===== src/rtl/weight_stream_writer.sv =====
// rtl/weight_stream_writer.sv - packetised 16-bit word stream to PE weight-write strobes
module weight_stream_writer #(
    parameter int WR_GAP      = 0,
    parameter int COUNT_WIDTH = 16
) (
    input  logic                   clk,
    input  logic                   rst_n,
    input  logic [15:0]            s_data,
    input  logic                   s_valid,
    input  logic                   s_last,
    output logic                   s_ready,
    output logic [15:0]            weight_wr_data,
    output logic [31:0]            weight_wr_addr,
    output logic                   weight_wr_en,
    output logic                   busy,
    output logic                   done,
    output logic                   err,
    output logic [COUNT_WIDTH-1:0] pkt_words
);

    localparam int GAP_W = (WR_GAP < 1) ? 1 : $clog2(WR_GAP + 1);

    typedef enum logic [2:0] {
        HDR_HI  = 3'd0,
        HDR_LO  = 3'd1,
        CNT     = 3'd2,
        DATA    = 3'd3,
        DISCARD = 3'd4
    } state_t;

    state_t                 state_q, state_d;
    logic [GAP_W-1:0]       gap_q, gap_d;
    logic [31:0]            base_q;
    logic [COUNT_WIDTH-1:0] cnt_q;
    logic [COUNT_WIDTH-1:0] idx_q;
    logic [COUNT_WIDTH-1:0] cnt_in;
    logic                   accept;
    logic                   wr_d, done_d, err_d, ready_d, busy_d;

    // Next-state decode: framing checks, gap reload/countdown and next registered outputs
    always_comb begin
        state_d = state_q;
        accept  = s_valid && s_ready;
        cnt_in  = COUNT_WIDTH'(s_data);
        gap_d   = (gap_q != '0) ? gap_q - GAP_W'(1) : '0;
        wr_d    = 1'b0;
        done_d  = 1'b0;
        err_d   = 1'b0;
        case (state_q)
            HDR_HI: begin
                if (accept) begin
                    if (s_last) err_d = 1'b1;
                    else        state_d = HDR_LO;
                end
            end
            HDR_LO: begin
                if (accept) begin
                    if (s_last) begin
                        err_d   = 1'b1;
                        state_d = HDR_HI;
                    end else begin
                        state_d = CNT;
                    end
                end
            end
            CNT: begin
                if (accept) begin
                    if (cnt_in == '0) begin
                        if (s_last) begin
                            done_d  = 1'b1;
                            state_d = HDR_HI;
                        end else begin
                            state_d = DISCARD;
                        end
                    end else if (s_last) begin
                        err_d   = 1'b1;
                        state_d = HDR_HI;
                    end else begin
                        state_d = DATA;
                    end
                end
            end
            DATA: begin
                if (accept) begin
                    wr_d  = 1'b1;
                    gap_d = GAP_W'(WR_GAP);
                    if (idx_q == cnt_q - COUNT_WIDTH'(1)) begin
                        if (s_last) begin
                            done_d  = 1'b1;
                            state_d = HDR_HI;
                        end else begin
                            state_d = DISCARD;
                        end
                    end else if (s_last) begin
                        err_d   = 1'b1;
                        state_d = HDR_HI;
                    end
                end
            end
            DISCARD: begin
                if (accept && s_last) begin
                    err_d   = 1'b1;
                    state_d = HDR_HI;
                end
            end
            default: state_d = HDR_HI;
        endcase
        // Only data beats are throttled; headers may arrive during a running gap.
        ready_d = (state_d == DATA) ? (gap_d == '0) : 1'b1;
        busy_d  = (state_d != HDR_HI) || wr_d;
    end

    // State, packet context and registered output updates
    always_ff @(posedge clk or negedge rst_n) begin
        if (!rst_n) begin
            state_q        <= HDR_HI;
            gap_q          <= '0;
            base_q         <= '0;
            cnt_q          <= '0;
            idx_q          <= '0;
            s_ready        <= 1'b0;
            weight_wr_en   <= 1'b0;
            weight_wr_addr <= '0;
            weight_wr_data <= '0;
            busy           <= 1'b0;
            done           <= 1'b0;
            err            <= 1'b0;
            pkt_words      <= '0;
        end else begin
            state_q      <= state_d;
            gap_q        <= gap_d;
            s_ready      <= ready_d;
            weight_wr_en <= wr_d;
            done         <= done_d;
            err          <= err_d;
            busy         <= busy_d;
            if (accept) begin
                case (state_q)
                    HDR_HI:  if (!s_last) base_q[31:16] <= s_data;
                    HDR_LO:  base_q[15:0] <= s_data;
                    CNT: begin
                        cnt_q     <= cnt_in;
                        idx_q     <= '0;
                        pkt_words <= '0;
                    end
                    DATA: begin
                        weight_wr_addr <= base_q + 32'(idx_q);
                        weight_wr_data <= s_data;
                        idx_q          <= idx_q + COUNT_WIDTH'(1);
                        pkt_words      <= pkt_words + COUNT_WIDTH'(1);
                    end
                    default: ;
                endcase
            end
        end
    end

endmodule

===== config.mk =====
export PLATFORM = sky130hd
export DESIGN_NAME = weight_stream_writer
export DESIGN_NICKNAME = d
export VERILOG_FILES = /design/src/rtl/weight_stream_writer.sv
export SDC_FILE = /design/constraint.sdc
export NUM_CORES = 1
export LEC_CHECK = 0
export BUFFER_PORTS_ARGS = -buffer_cell sky130_fd_sc_hd__clkbuf_2
export CORE_ASPECT_RATIO = 0.5
export CORE_UTILIZATION = 58
export CTS_CLUSTER_SIZE = 8
export DETAILED_ROUTE_END_ITERATION = 8
export GPL_TIMING_DRIVEN = 1
export HOLD_SLACK_MARGIN = 0.1
export PLACE_DENSITY = 0.85
export SLEW_MARGIN = 30
export SYNTH_ARGS = -nofsm -noshare
export SYNTH_HDL_FRONTEND = slang
export SYNTH_SLANG_ARGS = --single-unit

===== constraint.sdc =====
create_clock -name clk -period 3.2 [get_ports clk]
set_clock_uncertainty 0.05 [all_clocks]
set_input_delay 0.32 -clock clk [delete_from_list [all_inputs] [get_ports clk]]
set_output_delay 0.32 -clock clk [all_outputs]
set_load 0.02 [all_outputs]

==> results.md <==
- For the pin with the worst max-slew slack, the measured transition is 0.834 ns.
- Summing the areas of all compound-gate instances in the mapped netlist gives 12.5% of the synthesized area.
- The number of rows created at floorplan is 28.
- The mean instance size in the synthesized netlist is 9.65 um^2.
- The remaining max-slew budget at the tightest pin is 44.2%.
- The post-place setup slack is 0.325 ns.
- The total overflow left after global routing is 0.
- After routing the design area is 8370 um^2.
- The number of placed instances with taps included is 973.
- In this run the static leakage power is 3.91 nW.
- The pre-antenna-repair detailed-routing pass consisted of 5 iterations.
- The power after layout is 7.41 mW.
- The routed wire length per instance is 18.2 um.
- The worst voltage drop across the vdd grid is 0.400 mV.
- Adding up every negative setup slack in the final design gives 0 ns.
- Once the floorplan was initialized, standard cells occupied 59.8% of the core.
- The aggregate global-route resource usage is 31.1%.
- The clock latency of the later-clocked register in the worst-skew pair is 0.42 ns.
- The adder and majority gate portion of the synthesized area is 3.64%.
- The max capacitance violation total is 0.
- The longest clock path from root to sink contains 2 buffers.
- The violation count after the first detailed-route iteration is 346.
- Entering global routing, the biggest net connects 71 pins.
- The final weighted congestion of routability-driven global placement is 0.915.
- The total cell area at the placement stage is 7760 um^2.
- The via count is 5935.
- In this run the vertical extent of the chip is 80.1 um.
- The final-report setup violation count is 0.
- The number of antenna violations at the first check in global routing is 0.
- Dividing the final minimum period by the clock period gives 94.2%.
- Setup repair after global routing left no endpoint under its margin.
- Once detailed placement completed, the half-perimeter wirelength came to 12200 um.
- By area the synthesized netlist is led by sky130_fd_sc_hd__dfrtp_1 48%, sky130_fd_sc_hd__nand2_1 7.0%, sky130_fd_sc_hd__mux2_2 7.0%.
- The flow ran to the end, and the final reports show no timing, DRC or antenna violations.
- The xor-xnor portion of the synthesized cell area is 7.30%.
- Clock-pin slew was measured on the worst setup and hold paths at 0.07 ns.
- The number of flip-flops and latches in the synthesized netlist is 136.
- Data arrives at the worst endpoint at 3.25 ns.
- The net count after synthesis is 773.
- The H-tree was split into 4 levels.
- After clock tree synthesis, the setup repair step added 0 buffers.
- The wire length after detailed routing is 18300 um.
- The share of synthesized area occupied by flip-flops and latches is 48.1%.
- The cell area power density is 885 nW/um^2.
- The number of cells in the finished layout apart from fillers is 1006.
- The post-synthesis cell area is 7080 um^2.
- The floorplan die width is 158 um.
- The total number of clock tree sinks is 136.
- The count of antenna diodes in the layout is 0.
- Leaving out fill and tap cells, the most frequent cell in the layout is sky130_fd_sc_hd__dfrtp_1.
- Of the cells placed in the final design, the portion with a size suffix greater than 1 is 23.1%.
- The CTS buffer count is 17.
- Setup slack on the critical path of the routed design comes to 0.186 ns.
- The area of the placeable core is 11800 um^2.
- The proportion of synthesized flip-flops having asynchronous set or reset is 100%.
- The time the worst path needs with I/O delays and setup is 3.01 ns.
- TritonCTS built the clock tree.
- Input and output buffers added on the ports amount to 88.
- Yosys mapped a number of flops with a built-in enable equal to 0.
- 89 I/O pins were placed.
- The type of the tightest min-delay check is in -> reg.
- The top cell types in the final layout, fill and taps aside, are 135 x sky130_fd_sc_hd__dfrtp_1, 131 x sky130_fd_sc_hd__nand2_1, 87 x sky130_fd_sc_hd__clkbuf_2.
- The total of warnings raised by yosys is 0.
- The remaining design rule violation count is 0.
- The count of nets left with antenna violations once routing finished came out at 0.
- The final layout contains 868 nets.
- The portion of netlist area occupied by mux cells is 7.87%.
- The area share of the leading cell type in the synthesized netlist is 48.1%.
- The number of global-route vias before repair is 5887.
- Synthesis produced a netlist whose cell count is 733.
- The clock root buffer master is sky130_fd_sc_hd__clkbuf_16.
- Based on the critical path, the design can be clocked at up to 0.332 GHz.
- sky130_fd_sc_hd__dfrtp_1 takes more of the synthesized area than any other cell.
- The first global-routing pass estimated 29600 um of wire.
- The die area is 12700 um^2.
- The count of final max-slew check failures is 0.
- The hold violation count in the final report was 0.
- After synthesis, the netlist uses 59 different library cells.
- The required time of the worst setup path is 3.44 ns.
- The detailed-route vias per instance is 5.90.
- After synthesis, the largest family of logic cells by area is simple AND/OR/NAND/NOR gates.
- The startpoint-to-endpoint class of the critical path is reg -> reg.
- The basic-gate share of the synthesized area counting and, or, nand and nor cells is 17.9%.
- Of all nets on the critical path, the largest fanout is 8.
- The area added between synthesis and finish is 18.3%.
- The most used flip-flop cell after synthesis is sky130_fd_sc_hd__dfrtp_1.
- The element type at the critical path end is a register.
- The launching element type of the critical path is a register.
[timing repair]
action,4_1_cts,5_1_grt
setup endpoints to repair,0,10
hold buffers,1,0
gates resized for setup,0,4
hold endpoints to repair,69,0
[sequential cells by signal (all words and copies together), names as in the netlist]
signal,flops
base_q,32
busy,1
cnt_q,16
done,1
err,1
idx_q,16
pkt_words,16
s_ready,1
state_q,3
weight_wr_addr,32
weight_wr_data,16
weight_wr_en,1
[area by class of cell]
class | instances | area (um^2)
Multi-Input combinational cell | 551 | 3500
Fill cell | 875 | 3470
Sequential cell | 136 | 3400
Timing Repair Buffer | 108 | 612
Clock buffer | 19 | 443
Tap cell | 165 | 206
Clock inverter | 13 | 156
Inverter | 14 | 52.6
[per-stage QoR]
stage                     hold slack, ns  util (%)
after global routing               0.140      70.7
after detailed placement           0.318      65.5
after floorplan                  -0.0256         -
final                              0.122      70.7
after global placement             0.317      65.5
after CTS                          0.122      70.6
[synth_stat cells, types with 5 or more instances]
| library cell | n |
|---|---|
| sky130_fd_sc_hd__a211oi_1 | 6 |
| sky130_fd_sc_hd__a21oi_1 | 30 |
| sky130_fd_sc_hd__a31oi_1 | 5 |
| sky130_fd_sc_hd__and3_1 | 13 |
| sky130_fd_sc_hd__clkbuf_1 | 27 |
| sky130_fd_sc_hd__dfrtp_1 | 136 |
| sky130_fd_sc_hd__ha_1 | 19 |
| sky130_fd_sc_hd__inv_1 | 14 |
| sky130_fd_sc_hd__mux2_2 | 44 |
| sky130_fd_sc_hd__mux2i_1 | 5 |
| sky130_fd_sc_hd__nand2_1 | 132 |
| sky130_fd_sc_hd__nand3_1 | 27 |
| sky130_fd_sc_hd__nand4_1 | 9 |
| sky130_fd_sc_hd__nor2_1 | 39 |
| sky130_fd_sc_hd__nor3_1 | 14 |
| sky130_fd_sc_hd__nor4_1 | 9 |
| sky130_fd_sc_hd__o211ai_1 | 5 |
| sky130_fd_sc_hd__o21ai_0 | 72 |
| sky130_fd_sc_hd__or3_1 | 8 |
| sky130_fd_sc_hd__xnor2_1 | 27 |
| sky130_fd_sc_hd__xor2_1 | 32 |
[final timing paths]
path                                     from            endpoint  slack (ns)  depth (start not counted)
min reg2reg                weight_wr_addr[26]  weight_wr_addr[26]        0.43                          2
min                                s_data[14]  weight_wr_data[14]        0.12                          3
max reg2reg                          idx_q[8]  weight_wr_addr[25]        0.19                         10
max                                  idx_q[8]  weight_wr_addr[25]        0.19                         10
min in group asynchronous               rst_n  weight_wr_addr[18]        0.40                          2
max in group asynchronous               rst_n            idx_q[0]        1.85                          3
[routing by layer]
layer,vias up,global-route usage [%],wire length [um]
li1,2764,-,-
met1,2897,40.9,8100
met2,214,49.3,8480
met3,60,6.48,1060
met4,0,15.3,672
met5,-,0,0
[logic make-up after synthesis]
group / Yosys count
buffers and inverters: 46
AO/OA/AOI/OAI: 148
adder cells (fa/ha/maj): 20
flip-flops: 136
AND/OR/NAND/NOR: 273
multiplexers: 50
XOR/XNOR: 59
other: 1
[where the power goes]
group | switching, mW | leakage (nW) | total, mW | internal, mW
logic | 1.43 | 1.88 | 2.47 | 1.05
clock network | 0.833 | 0.287 | 2.02 | 1.19
registers | 0.586 | 1.74 | 2.91 | 2.33
[worst max-delay path, cell delays in order (launching register included)]
cell,delay [ns]
sky130_fd_sc_hd__dfrtp_1,0.47
sky130_fd_sc_hd__ha_1,0.44
sky130_fd_sc_hd__nand3_1,0.13
sky130_fd_sc_hd__nor4_1,0.40
sky130_fd_sc_hd__nor4b_2,0.14
sky130_fd_sc_hd__nor4_1,0.51
sky130_fd_sc_hd__nor3_1,0.12
sky130_fd_sc_hd__buf_4,0.19
sky130_fd_sc_hd__nor3_1,0.20
sky130_fd_sc_hd__xnor2_1,0.14
sky130_fd_sc_hd__o21ai_0,0.08
No activity file was read; power rests on OpenSTA's default activity.
